==> src/rtl/fp_pkg.sv <==
// Shared types and constants for the FP mult/div result path.
package fp_pkg;

    localparam int EXP_W = 8;
    localparam int MAN_W = 23;
    localparam int BIAS  = 127;

    localparam logic [31:0] QNAN = 32'h7FC00000;

    typedef struct packed {
        logic invalid;
        logic overflow;
        logic underflow;
    } fp_flags_t;

    typedef struct packed {
        logic             sign;
        logic [EXP_W-1:0] exp;
        logic [MAN_W-1:0] man;
    } fp_word_t;

    typedef struct packed {
        fp_word_t  word;
        fp_flags_t flags;
    } fp_entry_t;

endpackage

==> src/rtl/fp_result_fifo.sv <==
// First-word-fall-through FIFO of packed results plus their exception flags.
module fp_result_fifo
    import fp_pkg::*;
#(
    parameter int DEPTH = 4,
    localparam int AW = $clog2(DEPTH),
    localparam int CW = AW + 1
) (
    input  logic          clk,
    input  logic          arst,
    input  logic          push,
    input  fp_word_t      push_word,
    input  fp_flags_t     push_flags,
    input  logic          pop,
    output fp_word_t      rd_word,
    output fp_flags_t     rd_flags,
    output logic [CW-1:0] count,
    output logic          full,
    output logic          empty
);

    fp_entry_t     mem_reg [DEPTH];
    logic [AW-1:0] wr_ptr_reg;
    logic [AW-1:0] rd_ptr_reg;
    logic [CW-1:0] count_reg;
    logic          do_push;
    logic          do_pop;
    fp_entry_t     rd_entry;

    assign full    = (count_reg == CW'(DEPTH));
    assign empty   = (count_reg == '0);
    assign count   = count_reg;
    assign do_pop  = pop & ~empty;
    assign do_push = push & (~full | do_pop);

    always_ff @(posedge clk) begin
        if (do_push) begin
            mem_reg[wr_ptr_reg] <= '{word: push_word, flags: push_flags};
        end
    end

    always_ff @(posedge clk or posedge arst) begin
        if (arst) begin
            wr_ptr_reg <= '0;
            rd_ptr_reg <= '0;
            count_reg  <= '0;
        end else begin
            if (do_push) begin
                wr_ptr_reg <= wr_ptr_reg + AW'(1);
            end
            if (do_pop) begin
                rd_ptr_reg <= rd_ptr_reg + AW'(1);
            end
            case ({do_push, do_pop})
                2'b10:   count_reg <= count_reg + CW'(1);
                2'b01:   count_reg <= count_reg - CW'(1);
                default: count_reg <= count_reg;
            endcase
        end
    end

    // Outputs read as zero while empty so stale entries never leak after reset.
    assign rd_entry = empty ? '0 : mem_reg[rd_ptr_reg];
    assign rd_word  = rd_entry.word;
    assign rd_flags = rd_entry.flags;

endmodule

==> src/rtl/fp_result_packer.sv <==
// Output stage of the FP mult/div pipeline: token tracking, IEEE-754 packing, result FIFO.
// Optional sticky flag accumulation is enabled by defining FP_PACKER_STICKY_EN.
module fp_result_packer
    import fp_pkg::*;
#(
    parameter int LATENCY = 23,
    parameter int DEPTH   = 4
) (
    input  logic        clk,
    input  logic        arst,
    input  logic        issue_i,
    output logic        en_o,
    input  logic        s_r_i,
    input  logic [9:0]  exp_i,
    input  logic [23:0] man_i,
    input  logic        nan_i,
    input  logic        inf_i,
    input  logic        zero_i,
    output logic        out_valid_o,
    input  logic        out_ready_i,
    output logic [31:0] out_data_o,
    output logic [2:0]  out_flags_o,
    input  logic        clr_flags_i,
    output logic [2:0]  sticky_o
);

    localparam int CW = $clog2(DEPTH) + 1;
    localparam logic signed [9:0] EXP_OVF = 10'(2 * BIAS + 1);

    logic [LATENCY-1:0] tok_reg;
    logic               push;
    logic               pop;
    logic [CW-1:0]      fifo_count;
    logic               fifo_full;
    logic               fifo_empty;
    fp_word_t           pack_word;
    fp_flags_t          pack_flags;
    fp_word_t           fifo_word;
    fp_flags_t          fifo_flags;
    logic signed [9:0]  exp_s;
    logic               unused_hidden;

    // A popped slot frees room in the same edge, so pop keeps the pipeline moving when full.
    assign pop  = out_valid_o & out_ready_i;
    assign en_o = (fifo_count < CW'(DEPTH)) | pop;
    assign push = en_o & tok_reg[0];

    always_ff @(posedge clk or posedge arst) begin
        if (arst) begin
            tok_reg <= '0;
        end else if (en_o) begin
            tok_reg <= {issue_i, tok_reg[LATENCY-1:1]};
        end
    end

    assign exp_s         = $signed(exp_i);
    assign unused_hidden = man_i[MAN_W];

    always_comb begin
        pack_word  = '0;
        pack_flags = '0;
        if (nan_i) begin
            pack_word          = fp_word_t'(QNAN);
            pack_flags.invalid = 1'b1;
        end else if (inf_i) begin
            pack_word.sign = s_r_i;
            pack_word.exp  = '1;
        end else if (zero_i) begin
            pack_word.sign = s_r_i;
        end else if (exp_s >= EXP_OVF) begin
            pack_word.sign      = s_r_i;
            pack_word.exp       = '1;
            pack_flags.overflow = 1'b1;
        end else if (exp_s <= 10'sd0) begin
            // Flush to zero: no subnormal encoding is produced.
            pack_word.sign       = s_r_i;
            pack_flags.underflow = 1'b1;
        end else begin
            pack_word.sign = s_r_i;
            pack_word.exp  = exp_i[EXP_W-1:0];
            pack_word.man  = man_i[MAN_W-1:0];
        end
    end

    fp_result_fifo #(
        .DEPTH (DEPTH)
    ) u_fifo (
        .clk        (clk),
        .arst       (arst),
        .push       (push),
        .push_word  (pack_word),
        .push_flags (pack_flags),
        .pop        (pop),
        .rd_word    (fifo_word),
        .rd_flags   (fifo_flags),
        .count      (fifo_count),
        .full       (fifo_full),
        .empty      (fifo_empty)
    );

    assign out_valid_o = ~fifo_empty;
    assign out_data_o  = fifo_word;
    assign out_flags_o = fifo_flags;

`ifndef SYNTHESIS
    always_ff @(posedge clk) begin
        if (!arst) begin
            assert (!(push && fifo_full && !pop));
        end
    end
`endif

`ifdef FP_PACKER_STICKY_EN
    fp_flags_t sticky_reg;

    // A clear drops history but still keeps whatever flags are popped in the same cycle.
    always_ff @(posedge clk or posedge arst) begin
        if (arst) begin
            sticky_reg <= '0;
        end else if (clr_flags_i) begin
            sticky_reg <= pop ? fifo_flags : '0;
        end else if (pop) begin
            sticky_reg <= fp_flags_t'(sticky_reg | fifo_flags);
        end
    end

    assign sticky_o = sticky_reg;
`else
    logic unused_clr;
    assign unused_clr = clr_flags_i;
    assign sticky_o   = '0;
`endif

endmodule
==> config.mk <==
export PLATFORM = sky130hd
export DESIGN_NAME = fp_result_packer
export DESIGN_NICKNAME = d
export VERILOG_FILES = /design/src/rtl/fp_pkg.sv /design/src/rtl/fp_result_fifo.sv /design/src/rtl/fp_result_packer.sv
export SDC_FILE = /design/constraint.sdc
export NUM_CORES = 1
export LEC_CHECK = 0
export ABC_AREA = 0
export BUFFER_PORTS_ARGS = -buffer_cell sky130_fd_sc_hd__buf_2
export CORE_UTILIZATION = 30
export CTS_CLUSTER_DIAMETER = 60
export CTS_CLUSTER_SIZE = 24
export DETAILED_ROUTE_END_ITERATION = 7
export HOLD_SLACK_MARGIN = 0.1
export PLACE_DENSITY = 0.55
export RECOVER_POWER = 50
export SETUP_SLACK_MARGIN = 0.05
export SLEW_MARGIN = 20
export SYNTH_ARGS = -nofsm -noshare
export SYNTH_HDL_FRONTEND = slang
export SYNTH_HIERARCHICAL = 1
export SYNTH_SLANG_ARGS = --single-unit
==> constraint.sdc <==
create_clock -name clk -period 8.99 [get_ports clk]
set_input_delay 0.4495 -clock clk [delete_from_list [all_inputs] [get_ports clk]]
set_output_delay 0.4495 -clock clk [all_outputs]
set_load 0.005 [all_outputs]
==> results.txt, run 1 <==
STA classifies the critical path startpoint as a flip-flop. The largest driver fanout on the critical path is 38. Each instance of the synthesized netlist takes up on average 17.14 sq um. For this design the top-level I/O count stands at 83.

The critical path ends at u_fifo/mem_reg[2][23]$_DFFE_PP_. For this configuration, the core starts out at a cell density of 30.46%. The clock-pin slew on the worst setup and hold paths came out at 0.06 ns.

The die span in x came out at 156.2 microns. The count of nets left with antenna violations once routing finished came out at 0. The endpoint of the worst-slack reg-to-reg timing path is u_fifo/mem_reg[2][23]$_DFFE_PP_. The max-slew violation count came to 39. The post-detailed-route via-to-cell ratio is 4.571. The global route total overflow is 0. The number of instances resized during post-cts repair came out at 0. The synthesized instance count is 416.

Setup repair after global routing left no endpoint under its margin. The total CTS buffers is 17. Counting the fill cells in the layout gives 2288. The first global-routing pass estimated 21940 microns of wire. The routed wire length came out at 14340 microns. The clock skew is 0.007385 ns.

The deepest level of the CTS H-tree came out at 4. After layout, the worst path uses 61.11% of the clock period. The final reports fail on max-capacitance violations, max-slew violations. The leakage dissipation is 2.965 nW.

The cell depth of the worst min-delay path is 2. The total number of nets in the final design is 542. The placer congestion estimate is 0.7193. The flow ran to the end, but the final reports show violations. For the pin with the worst max-slew slack, the measured transition is 1.680 ns. The aggregate negative setup slack came out at 0 ns. Across the whole layout, storage elements account for 4957 sq um. The fmax came out at 182.0 MHz.

Summing all non-filler instances in the final layout gives an area of 8339 sq um. During synthesis, Yosys emitted a total of 6 warnings. The total power consumption of the routed design came out at 2.760 mW. The clock tree buffer depth is 2. The via count of the first global-routing pass is 4027.

VDD sags by at most 0.1372 mV. The layout cell share with drive strength beyond 1 is 34.71%. The area inside the core boundary is 23400 sq um. The worst register-to-register path begins at u_fifo/count[2]$_DFFE_PP0P_.

The worst relative slew slack came out at -11.99%. The detailed-router iteration count before antenna repair came out at 4. The first-iteration detailed-routing DRC count came out at 195. STA classifies the critical path endpoint as a flip-flop. The number of placement rows came out at 56. Summing over every cut layer, the via total after detailed routing is 3780.

The CTS tree is done. The register with the most flip-flops in the layout has 140 of them. The area growth from synthesis to layout came out at 16.97%.

The minimum clock period after layout is 5.494 ns. The count of cells along the worst register-to-register path came out at 8. The total count of hold-check failures in the final report is 0.

The multi-input gate area in the final layout came out at 1961 sq um. The power per unit of standard cell area came out at 331.0 nW/um^2. The clock reaches the later pin of the worst-skew pair after 0.42 ns.

The setup check on the worst reg-to-reg path leaves a slack of 3.50 ns. The die covers 24380 sq um. The total setup violations reported at the end of the flow came out at 0. The pin count of the biggest net entering global routing came out at 39. For this run, design rule violations remaining after detail routing come to 0. Once placement finished, the instance area stood at 7806 sq um. The required time reported for the critical path endpoint came out at 9.02 ns.

In the final routed layout, each cell accounts on average for 17.34 microns. Buffers placed on the I/O ports in this run total 77. The root buffer cell chosen for the clock tree is sky130_fd_sc_hd__clkbuf_16. The critical path is of the flip-flop to flip-flop type.

The initial antenna violation count came out at 1. The overall routing resource usage came out at 12.27%. The tree built by TritonCTS fans out to 170 sinks. The chip height is 156.2 microns.

The class of the tightest hold or removal check is input pin to flip-flop. STA puts the critical path data arrival time at 5.53 ns. The tool flagged a number of max-cap violations equal to 1.

The mapped netlist covers 7129 sq um. The HPWL after detailed placement is 8681 microns. The number of setup buffers added after CTS is 0.

The launching element of the worst setup path is u_fifo/count[2]$_DFFE_PP0P_.
-- routing by layer --
metal	wire, microns	global-route usage, %
met5	0	0
met4	194	4.622
met3	575	2.861
met2	7290	20.85
met1	6282	15.14
-- repair_timing --
| item | 4_1_cts | 5_1_grt |
|---|---|---|
| hold endpoints to repair | 7 | 0 |
| hold buffers | 1 | 0 |
| endpoints found under the setup margin | 0 | 0 |
-- layout by cell type, fill, tap and decap left out, types with 10 or more instances in the layout --
master,n
sky130_fd_sc_hd__inv_1,10
sky130_fd_sc_hd__nand2_1,33
sky130_fd_sc_hd__and2_1,28
sky130_fd_sc_hd__edfxtp_1,140
sky130_fd_sc_hd__clkbuf_16,17
sky130_fd_sc_hd__dfrtp_1,28
sky130_fd_sc_hd__mux4_2,35
sky130_fd_sc_hd__nor3_1,23
sky130_fd_sc_hd__mux2_2,23
sky130_fd_sc_hd__buf_2,73
-- stage by stage --
| step | cells | util, % | worst slack [ns] | hold WS (ns) |
|---|---|---|---|---|
| 6_report | 827 | 35.63 | 3.496 | 0.2879 |
| 5_1_grt | 827 | 35.63 | 2.878 | 0.2638 |
| 4_1_cts | 826 | 35.82 | 4.391 | 0.2655 |
| 3_5_place_dp | 793 | 33.36 | 4.418 | 0.4176 |
| 3_3_place_gp | 793 | 33.36 | 4.567 | 0.4136 |
| 2_1_floorplan | 418 | - | 5.916 | 0.2529 |
-- critical path: stages, from the launching register on --
cell                       delay (ns)
sky130_fd_sc_hd__dfrtp_1         0.46
sky130_fd_sc_hd__or3_1           0.14
sky130_fd_sc_hd__clkbuf_1        1.20
sky130_fd_sc_hd__inv_1           0.16
sky130_fd_sc_hd__nor2b_1         0.65
sky130_fd_sc_hd__nand2b_1        0.91
sky130_fd_sc_hd__and2_1          0.49
sky130_fd_sc_hd__o21a_4          0.23
sky130_fd_sc_hd__and2_2          0.85
-- worst min path at each step --
stage	to	startpoint	slack [ns]
2_1_floorplan	u_fifo/count[0]$_DFFE_PP0P_	arst	0.25
4_1_cts	tok_reg[22]$_DFFE_PP0N_	issue_i	0.27
3_3_place_gp	u_fifo/count[1]$_DFFE_PP0P_	arst	0.41
3_5_place_dp	u_fifo/count[0]$_DFFE_PP0P_	arst	0.42
6_report	tok_reg[22]$_DFFE_PP0N_	issue_i	0.29
5_1_grt	tok_reg[22]$_DFFE_PP0N_	issue_i	0.26
-- report_power, final --
part           leakage [nW]  total (mW)  internal, mW  switching (mW)
clock network         0.280       0.695         0.389           0.307
logic                  1.01       0.869         0.441           0.428
registers              1.67        1.20          1.08           0.114
-- area by class of cell --
type                       instances  area share [%]
inverter                          10          0.4501
clock buffer                      18           5.146
clock inverter                    14           1.635
sequential                       170           59.44
tap                              319           4.786
multi-input combinational        212           23.51
timing repair buffer              83           4.996
antenna                            1         0.03001
Power figures use the tool's default switching activity.
==> run 2: changes to the inputs <==
--- a/config.mk
+++ b/config.mk
@@ -12,7 +12,7 @@
 export CTS_CLUSTER_SIZE = 24
 export DETAILED_ROUTE_END_ITERATION = 7
 export HOLD_SLACK_MARGIN = 0.1
-export PLACE_DENSITY = 0.55
+export PLACE_DENSITY = 0.56
 export RECOVER_POWER = 50
 export SETUP_SLACK_MARGIN = 0.05
 export SLEW_MARGIN = 20
==> constraint.sdc (replaced) <==
create_clock -name clk -period 4.65 [get_ports clk]
set_input_delay 0.2325 -clock clk [delete_from_list [all_inputs] [get_ports clk]]
set_output_delay 0.2325 -clock clk [all_outputs]
set_load 0.005 [all_outputs]
==> results.txt, run 2 (synthesis results as in run 1) <==
The CTS sink count is 170 (unchanged). The final-layout worst hold slack came out at 0.1828 ns (was 0.2879 ns). The CTS tree is done (unchanged). The part of the cycle the worst path needs came out at 77.52% (was 61.11%). The origin of the worst min-delay path is man_i[18] (was issue_i). The required time reported for the critical path endpoint came out at 4.69 ns (was 9.02 ns).

The worst relative slew slack is 3.109% (was -11.99%). The CTS root buffer is sky130_fd_sc_hd__clkbuf_16 (unchanged). The leading cell type in the layout, fill and taps excluded is sky130_fd_sc_hd__edfxtp_1 (unchanged). The cell depth of the worst min-delay path is 3 (was 2). The overall routing resource usage came out at 12.55% (was 12.27%).

The HPWL reported at the end of detailed placement came to 8638 microns (was 8681 microns). The layout cell share with drive strength beyond 1 is 34.97% (was 34.71%). The number of flip-flops under the largest register name came out at 140 (unchanged). The number of vias in the routed layout is 3738 (was 3780). The clock skew came to 0.01099 ns (was 0.007385 ns). The fmax came out at 277.4 MHz (was 182.0 MHz).

The class of the tightest hold or removal check is input pin to flip-flop (unchanged). The number of buffers inserted by port buffering is 77 (unchanged). The deepest level of the CTS H-tree is 4 (unchanged).

Setup repair after global routing missed its margin: false (unchanged). The total setup violations reported at the end of the flow is 0 (unchanged). The starting density of the core was 30.46% (unchanged). The global-route wire length before repair is 22100 microns (was 21940 microns). The count of cells along the worst register-to-register path is 8 (unchanged).

The endpoint of the worst-slack reg-to-reg timing path is u_fifo/mem_reg[0][0]$_DFFE_PP_ (was u_fifo/mem_reg[2][23]$_DFFE_PP_). The setup slack on the worst flop-to-flop path came to 1.05 ns (was 3.50 ns). Status: finished clean (was finished, violations left). The total count of hold-check failures in the final report came out at 0 (unchanged). The category of the worst setup path capture point was a flip-flop (unchanged).

The destination of the worst hold path was u_fifo/mem_reg[1][21]$_DFFE_PP_ (was tok_reg[22]$_DFFE_PP0N_). The area growth from synthesis to layout is 17.37% (was 16.97%). The area of the die came to 24380 sq um (unchanged). The beginning of the worst register-to-register path is u_fifo/count[0]$_DFFE_PP0P_ (was u_fifo/count[2]$_DFFE_PP0P_).

The post-detailed-route via-to-cell ratio came out at 4.514 (was 4.571). The initial antenna violation count is 0 (was 1). The max-slew violation count came to 0 (was 39).

Commonest cells after routing, fill and taps aside: 140 x sky130_fd_sc_hd__edfxtp_1, 73 x sky130_fd_sc_hd__buf_2, 36 x sky130_fd_sc_hd__and2_1 (was 140 x sky130_fd_sc_hd__edfxtp_1, 73 x sky130_fd_sc_hd__buf_2, 35 x sky130_fd_sc_hd__mux4_2). The buffer count from post-CTS setup fixing came out at 0 (unchanged). The number of remaining DRC errors came out at 0 (unchanged).

The clock-pin slew on the worst setup and hold paths came out at 0.07 ns (was 0.06 ns). The number of max-capacitance violations reported is 0 (was 1). The number of antenna repair diodes came to 0 (was 1). The global route total overflow came out at 0 (unchanged). The filler cell count was 2224 (was 2288). The routed length per placed instance was 17.39 microns (was 17.34 microns). The leakage dissipation was 2.984 nW (was 2.965 nW). The type of the worst setup path is flip-flop to flip-flop (unchanged). The number of top-level design ports is 83 (unchanged). The insertion delay of the later-clocked pin in the worst-skew pair was 0.42 ns (about the same). The critical path data arrival time was 3.64 ns (was 5.53 ns). The aggregate negative setup slack came out at 0 ns (unchanged). The die span in x came to 156.2 microns (unchanged). The pin count of the biggest net entering global routing is 38 (was 39).

The count of antenna-violating nets left after detailed routing came out at 0 (unchanged). The routed wire length is 14400 microns (was 14340 microns). The power per unit of standard cell area came out at 640.2 nW/um^2 (was 331.0 nW/um^2). The number of placement rows is 56 (unchanged).

The minimum clock period after layout came to 3.605 ns (was 5.494 ns). The startpoint kind of the worst setup timing path is a flip-flop (unchanged). The area inside the core boundary is 23400 sq um (unchanged). The total number of nets in the final design is 544 (was 542). The multi-input gate area in the final layout came to 1961 sq um (unchanged). The clock tree buffer depth came out at 2 (unchanged).

The flip-flop and latch area came to 4957 sq um (unchanged). The transition time at the pin with the least slew margin is 1.453 ns (was 1.680 ns). The maximum vdd ir drop came out at 0.3626 mV (was 0.1372 mV).

The via count of the first global-routing pass was 3944 (was 4027). The chip height is 156.2 microns (unchanged). The largest driver fanout on the critical path came to 35 (was 38). The first-iteration detailed-routing DRC count came out at 179 (was 195). The total CTS buffers is 17 (unchanged). The detailed-router iteration count before antenna repair is 4 (unchanged).

The placer congestion estimate came out at 0.7084 (was 0.7193).
run 2: cell types whose count changed in the layout (fill, tap and decap cells not counted), sizes merged:
cell / delta
buf: +2
diode: -1
dlygate4sd3: +1
clkbuf: -2
inv: +3
clkinv: -2
run 2: how the worst max path moves through the flow:
stage / from / to
2_1_floorplan: u_fifo/count[0]$_DFFE_PP0P_ / u_fifo/count[2]$_DFFE_PP0P_
3_3_place_gp: u_fifo/count[2]$_DFFE_PP0P_ / u_fifo/mem_reg[1][7]$_DFFE_PP_
3_5_place_dp: u_fifo/count[0]$_DFFE_PP0P_ / u_fifo/mem_reg[1][8]$_DFFE_PP_
4_1_cts: u_fifo/count[0]$_DFFE_PP0P_ / u_fifo/mem_reg[0][27]$_DFFE_PP_
5_1_grt: u_fifo/count[0]$_DFFE_PP0P_ / u_fifo/mem_reg[1][4]$_DFFE_PP_
6_report: u_fifo/count[0]$_DFFE_PP0P_ / u_fifo/mem_reg[0][0]$_DFFE_PP_
run 2: cell type report:
| cell class | instances | share of cell area [%] |
|---|---|---|
| inverter | 10 | 0.4486 |
| tap | 319 | 4.770 |
| clock inverter | 15 | 1.794 |
| multi-input combinational | 212 | 23.43 |
| clock buffer | 17 | 5.084 |
| timing repair buffer | 85 | 5.233 |
| sequential | 170 | 59.24 |
run 2: critical path: stages, from the launching register on:
cell,delay [ns]
sky130_fd_sc_hd__dfrtp_1,0.45
sky130_fd_sc_hd__or3_1,0.18
sky130_fd_sc_hd__inv_1,0.06
sky130_fd_sc_hd__nor2b_1,0.56
sky130_fd_sc_hd__nand2b_1,0.19
sky130_fd_sc_hd__buf_4,0.29
sky130_fd_sc_hd__and2_1,0.40
sky130_fd_sc_hd__o21a_4,0.22
sky130_fd_sc_hd__and2_2,0.83
run 2: report_power, final:
part           total [mW]  switching, mW  internal [mW]
logic                1.64          0.781          0.861
clock network        1.37          0.609          0.758
registers            2.35          0.257           2.09
total                5.36           1.65           3.71
run 2: per-stage QoR:
step	cell area (sq um)	util [%]	std cells	power (mW)	setup WS (ns)
6_report	8368	35.76	828	5.357	1.045
5_1_grt	8368	35.76	828	5.682	0.7411
4_1_cts	8409	35.93	828	5.462	1.024
3_5_place_dp	7814	33.39	794	4.091	1.040
3_3_place_gp	7814	33.39	794	4.016	1.190
2_1_floorplan	7137	-	418	3.460	1.576
run 2: routing by layer:
metal / wire, microns / global-route usage (%) / vias to the layer above / share of wire [%]
met2: 7436 / 21.32 / 97 / 52
met3: 787 / 3.083 / 10 / 5.5
met4: 153 / 3.968 / 0 / 1.1
li1: - / - / 1733 / -
met1: 6020 / 15.69 / 1898 / 42
met5: 0 / 0 / - / 0
run 2: what timing repair did:
action                    CTS  global route
hold buffers                2             0
hold endpoints to repair   31             0
resized for setup           0             0
==> run 3: changes to the inputs <==
--- a/config.mk
+++ b/config.mk
@@ -5,14 +5,14 @@
 export SDC_FILE = /design/constraint.sdc
 export NUM_CORES = 1
 export LEC_CHECK = 0
-export ABC_AREA = 0
+export ABC_AREA = 1
 export BUFFER_PORTS_ARGS = -buffer_cell sky130_fd_sc_hd__buf_2
 export CORE_UTILIZATION = 30
 export CTS_CLUSTER_DIAMETER = 60
 export CTS_CLUSTER_SIZE = 24
 export DETAILED_ROUTE_END_ITERATION = 7
 export HOLD_SLACK_MARGIN = 0.1
-export PLACE_DENSITY = 0.56
+export PLACE_DENSITY = 0.55
 export RECOVER_POWER = 50
 export SETUP_SLACK_MARGIN = 0.05
 export SLEW_MARGIN = 20
==> constraint.sdc (replaced) <==
create_clock -name clk -period 3.6 [get_ports clk]
set_input_delay 0.18 -clock clk [delete_from_list [all_inputs] [get_ports clk]]
set_output_delay 0.18 -clock clk [all_outputs]
set_load 0.005 [all_outputs]
==> results.txt, run 3 <==
The final cell utilization of the core is 36.14% (was 35.76%). The least setup slack across all paths after layout is 1.022 ns (was 1.045 ns). The final standard cell count with taps included and fillers excluded is 1084 (was 828).

The HPWL reported at the end of detailed placement is 8986 microns (was 8638 microns). The origin of the worst min-delay path is man_i[18] (unchanged). The area of the die came out at 24960 sq um (was 24380 sq um).

The largest driver fanout on the critical path is 23 (was 35). The number of top-level design ports was 83 (unchanged). The CTS root buffer was sky130_fd_sc_hd__clkbuf_16 (unchanged).

The cell family with the largest share of critical-path delay is simple AND/OR/NAND/NOR gates (unchanged). The cell area after layout was 8558 sq um (was 8368 sq um). The routed length per placed instance is 14.33 microns (was 17.39 microns).

The number of flip-flops under the largest register name came to 140 (unchanged). The count of synthesis-stage warnings from yosys came out at 6 (unchanged). The wire length on met2 is 7532 microns (was 7436 microns). Ordered list of cells on the worst path: inv_1 -> nand2_1 -> inv_1 -> inv_1 -> nand2_1 -> nand2_1 -> inv_1 -> buf_4 -> nor2_1 -> o21ai_4 -> nor2_4 -> buf_12 (was or3_1 -> inv_1 -> nor2b_1 -> nand2b_1 -> buf_4 -> and2_1 -> o21a_4 -> and2_2).

The die span in x came out at 158.0 microns (was 156.2 microns). The final reports fail on max-capacitance violations, max-slew violations. The area inside the core boundary is 23680 sq um (was 23400 sq um). The worst-case setup slack after placement is 0.9976 ns (was 1.040 ns). The layout cell share with drive strength beyond 1 is 16.47% (was 34.97%). The critical path data arrival time is 2.70 ns (was 3.64 ns). The clock-pin slew on the worst setup and hold paths came out at 0.07 ns (about the same). The minimum clock period after layout came out at 2.578 ns (was 3.605 ns).

The highest signal layer in the routed design is met4 (unchanged). The total number of nets in the final design is 800 (was 544). The post-detailed-route via-to-cell ratio is 4.425 (was 4.514). The number of placement rows is 56 (unchanged). The total setup violations reported at the end of the flow came out at 0 (unchanged). The deepest level of the CTS H-tree is 4 (unchanged).

The final-layout worst hold slack came out at 0.1366 ns (was 0.1828 ns). The area growth from synthesis to layout came out at 17.24% (was 17.37%). The leading cell type in the layout, fill and taps excluded was sky130_fd_sc_hd__nor2_1 (was sky130_fd_sc_hd__edfxtp_1). The first-iteration detailed-routing DRC count came to 304 (was 179). The number of buffers and inverters on the critical path is 6 (was 2).

The wire length on met1 is 7144 microns (was 6020 microns). The insertion delay of the later-clocked pin in the worst-skew pair is 0.43 ns (was 0.42 ns). The number of max-capacitance violations reported is 1 (was 0). The CTS tree was done (unchanged). The total CTS buffers was 17 (unchanged). The clock tree buffer depth is 2 (unchanged). The number of remaining DRC errors is 0 (unchanged).

The fmax came out at 387.9 MHz (was 277.4 MHz). The instance area after placement is 7973 sq um (was 7814 sq um). The type of the worst setup path is flip-flop to flip-flop (unchanged).

The synthesized area divided by synthesized cell count was 10.80 sq um (was 17.14 sq um). The critical path's slowest cell is sky130_fd_sc_hd__nor2_4 (was sky130_fd_sc_hd__and2_2). The CTS sink count was 170 (unchanged). The destination of the worst hold path was u_fifo/mem_reg[1][21]$_DFFE_PP_ (unchanged). The pin count of the biggest net entering global routing is 72 (was 38).

The count of placed standard cells including taps came out at 1049 (was 794). The number of vias in the routed layout was 4797 (was 3738). The transition time at the pin with the least slew margin is 2.200 ns (was 1.453 ns). The placer congestion estimate is 0.7652 (was 0.7084). The class of the tightest hold or removal check is input pin to flip-flop (unchanged). The most used cell along the critical path is sky130_fd_sc_hd__inv_1. The count of cells along the worst register-to-register path came out at 12 (was 8).

The total count of hold-check failures in the final report is 0 (unchanged). The worst relative slew slack is -46.64% (was 3.109%). The routed length on met3 came out at 661 microns (was 787 microns). The synthesized instance count was 676 (was 416).

The category of the worst setup path capture point is a flip-flop (unchanged). The area of the mapped netlist is 7300 sq um (was 7129 sq um). The initial antenna violation count came out at 0 (unchanged).

The power per unit of standard cell area came out at 762.3 nW/um^2 (was 640.2 nW/um^2). The endpoint of the worst-slack reg-to-reg timing path was u_fifo/mem_reg[2][5]$_DFFE_PP_ (was u_fifo/mem_reg[0][0]$_DFFE_PP_). The number of instances resized during post-cts repair came out at 0 (unchanged). The cell depth of the worst min-delay path came to 3 (unchanged).

Setup repair after global routing missed its margin: false (unchanged). The via count of the first global-routing pass is 4617 (was 3944). The count of antenna-violating nets left after detailed routing came out at 0 (unchanged).

The routed wire length came to 15530 microns (was 14400 microns). The number of antenna repair diodes is 0 (unchanged). The max-slew violation count is 25 (was 0). The detailed-router iteration count before antenna repair is 5 (was 4). The clock skew came out at 0.01020 ns (was 0.01099 ns). The part of the cycle the worst path needs came out at 71.61% (was 77.52%). The starting density of the core came to 30.82% (was 30.46%). The global route total overflow came out at 0 (unchanged). The global-route wire length before repair came to 24520 microns (was 22100 microns).

The startpoint kind of the worst setup timing path is a flip-flop (unchanged). The delay of the slowest cell on the worst path is 0.47 ns (was 0.83 ns). Status: finished, violations left (was finished clean).

The leakage dissipation came out at 3.241 nW (was 2.984 nW). The aggregate negative setup slack is 0 ns (unchanged). The chip height came out at 158.0 microns (was 156.2 microns).

The number of buffers inserted by port buffering came out at 77 (unchanged). The total power consumption of the routed design came out at 6.524 mW (was 5.357 mW). The required time reported for the critical path endpoint is 3.73 ns (was 4.69 ns). The maximum vdd ir drop was 0.2522 mV (was 0.3626 mV). The setup slack on the worst flop-to-flop path came out at 1.02 ns (was 1.05 ns). The beginning of the worst register-to-register path is u_fifo/count[2]$_DFFE_PP0P_ (was u_fifo/count[0]$_DFFE_PP0P_).

Commonest cells after routing, fill and taps aside: 178 x sky130_fd_sc_hd__nor2_1, 140 x sky130_fd_sc_hd__edfxtp_1, 96 x sky130_fd_sc_hd__nand2_1 (was 140 x sky130_fd_sc_hd__edfxtp_1, 73 x sky130_fd_sc_hd__buf_2, 36 x sky130_fd_sc_hd__and2_1). The overall routing resource usage was 13.25% (was 12.55%).
## run 3: worst max-delay path by stage
stage | startpoint | endpoint | slack, ns | cells past startpoint
final | u_fifo/count[2]$_DFFE_PP0P_ | u_fifo/mem_reg[2][5]$_DFFE_PP_ | 1.02 | 12
after global routing | u_fifo/count[2]$_DFFE_PP0P_ | u_fifo/mem_reg[2][7]$_DFFE_PP_ | 0.75 | 12
after CTS | u_fifo/count[2]$_DFFE_PP0P_ | u_fifo/mem_reg[2][5]$_DFFE_PP_ | 0.99 | 12
after detailed placement | u_fifo/count[2]$_DFFE_PP0P_ | u_fifo/mem_reg[2][18]$_DFFE_PP_ | 1.0 | 12
after global placement | u_fifo/count[2]$_DFFE_PP0P_ | u_fifo/mem_reg[2][16]$_DFFE_PP_ | 1.02 | 12
after floorplan | u_fifo/count[2]$_DFFE_PP0P_ | u_fifo/mem_reg[0][0]$_DFFE_PP_ | 0.07 | 12
## run 3: layer usage
layer / vias up / GRT usage (%)
li1: 2405 / -
met1: 2277 / 17.01
met2: 98 / 21.54
met3: 17 / 2.874
met4: 0 / 5.632
met5: - / 0
## run 3: where the power goes
part | switching [mW] | internal, mW | leakage (nW) | total (mW)
Combinational | 1.44 | 0.768 | 1.30 | 2.21
Clock | 0.755 | 1.09 | 0.282 | 1.85
Sequential | 0.0858 | 2.38 | 1.66 | 2.47
## run 3: worst reg2reg max path, delay by kind of cell (launching register included)
family          cells  cell delay [ns]
buf+inv             6             0.69
flops               1             0.41
compound gates      1             0.19
simple gates        5             0.99
## run 3: what timing repair did
action	CTS	global route
setup buffers	0	0
endpoints found under the hold margin	35	0
hold buffers	3	0
## run 3: cell type report
| class | count | area (sq um) |
|---|---|---|
| clock inverter | 14 | 170.2 |
| sequential | 170 | 4956 |
| fill | 2394 | 15120 |
| clock buffer | 18 | 429.2 |
| tap | 319 | 399.1 |
| timing repair buffer | 91 | 515.5 |
| inverter | 36 | 135.1 |
| multi-input combinational | 436 | 1953 |
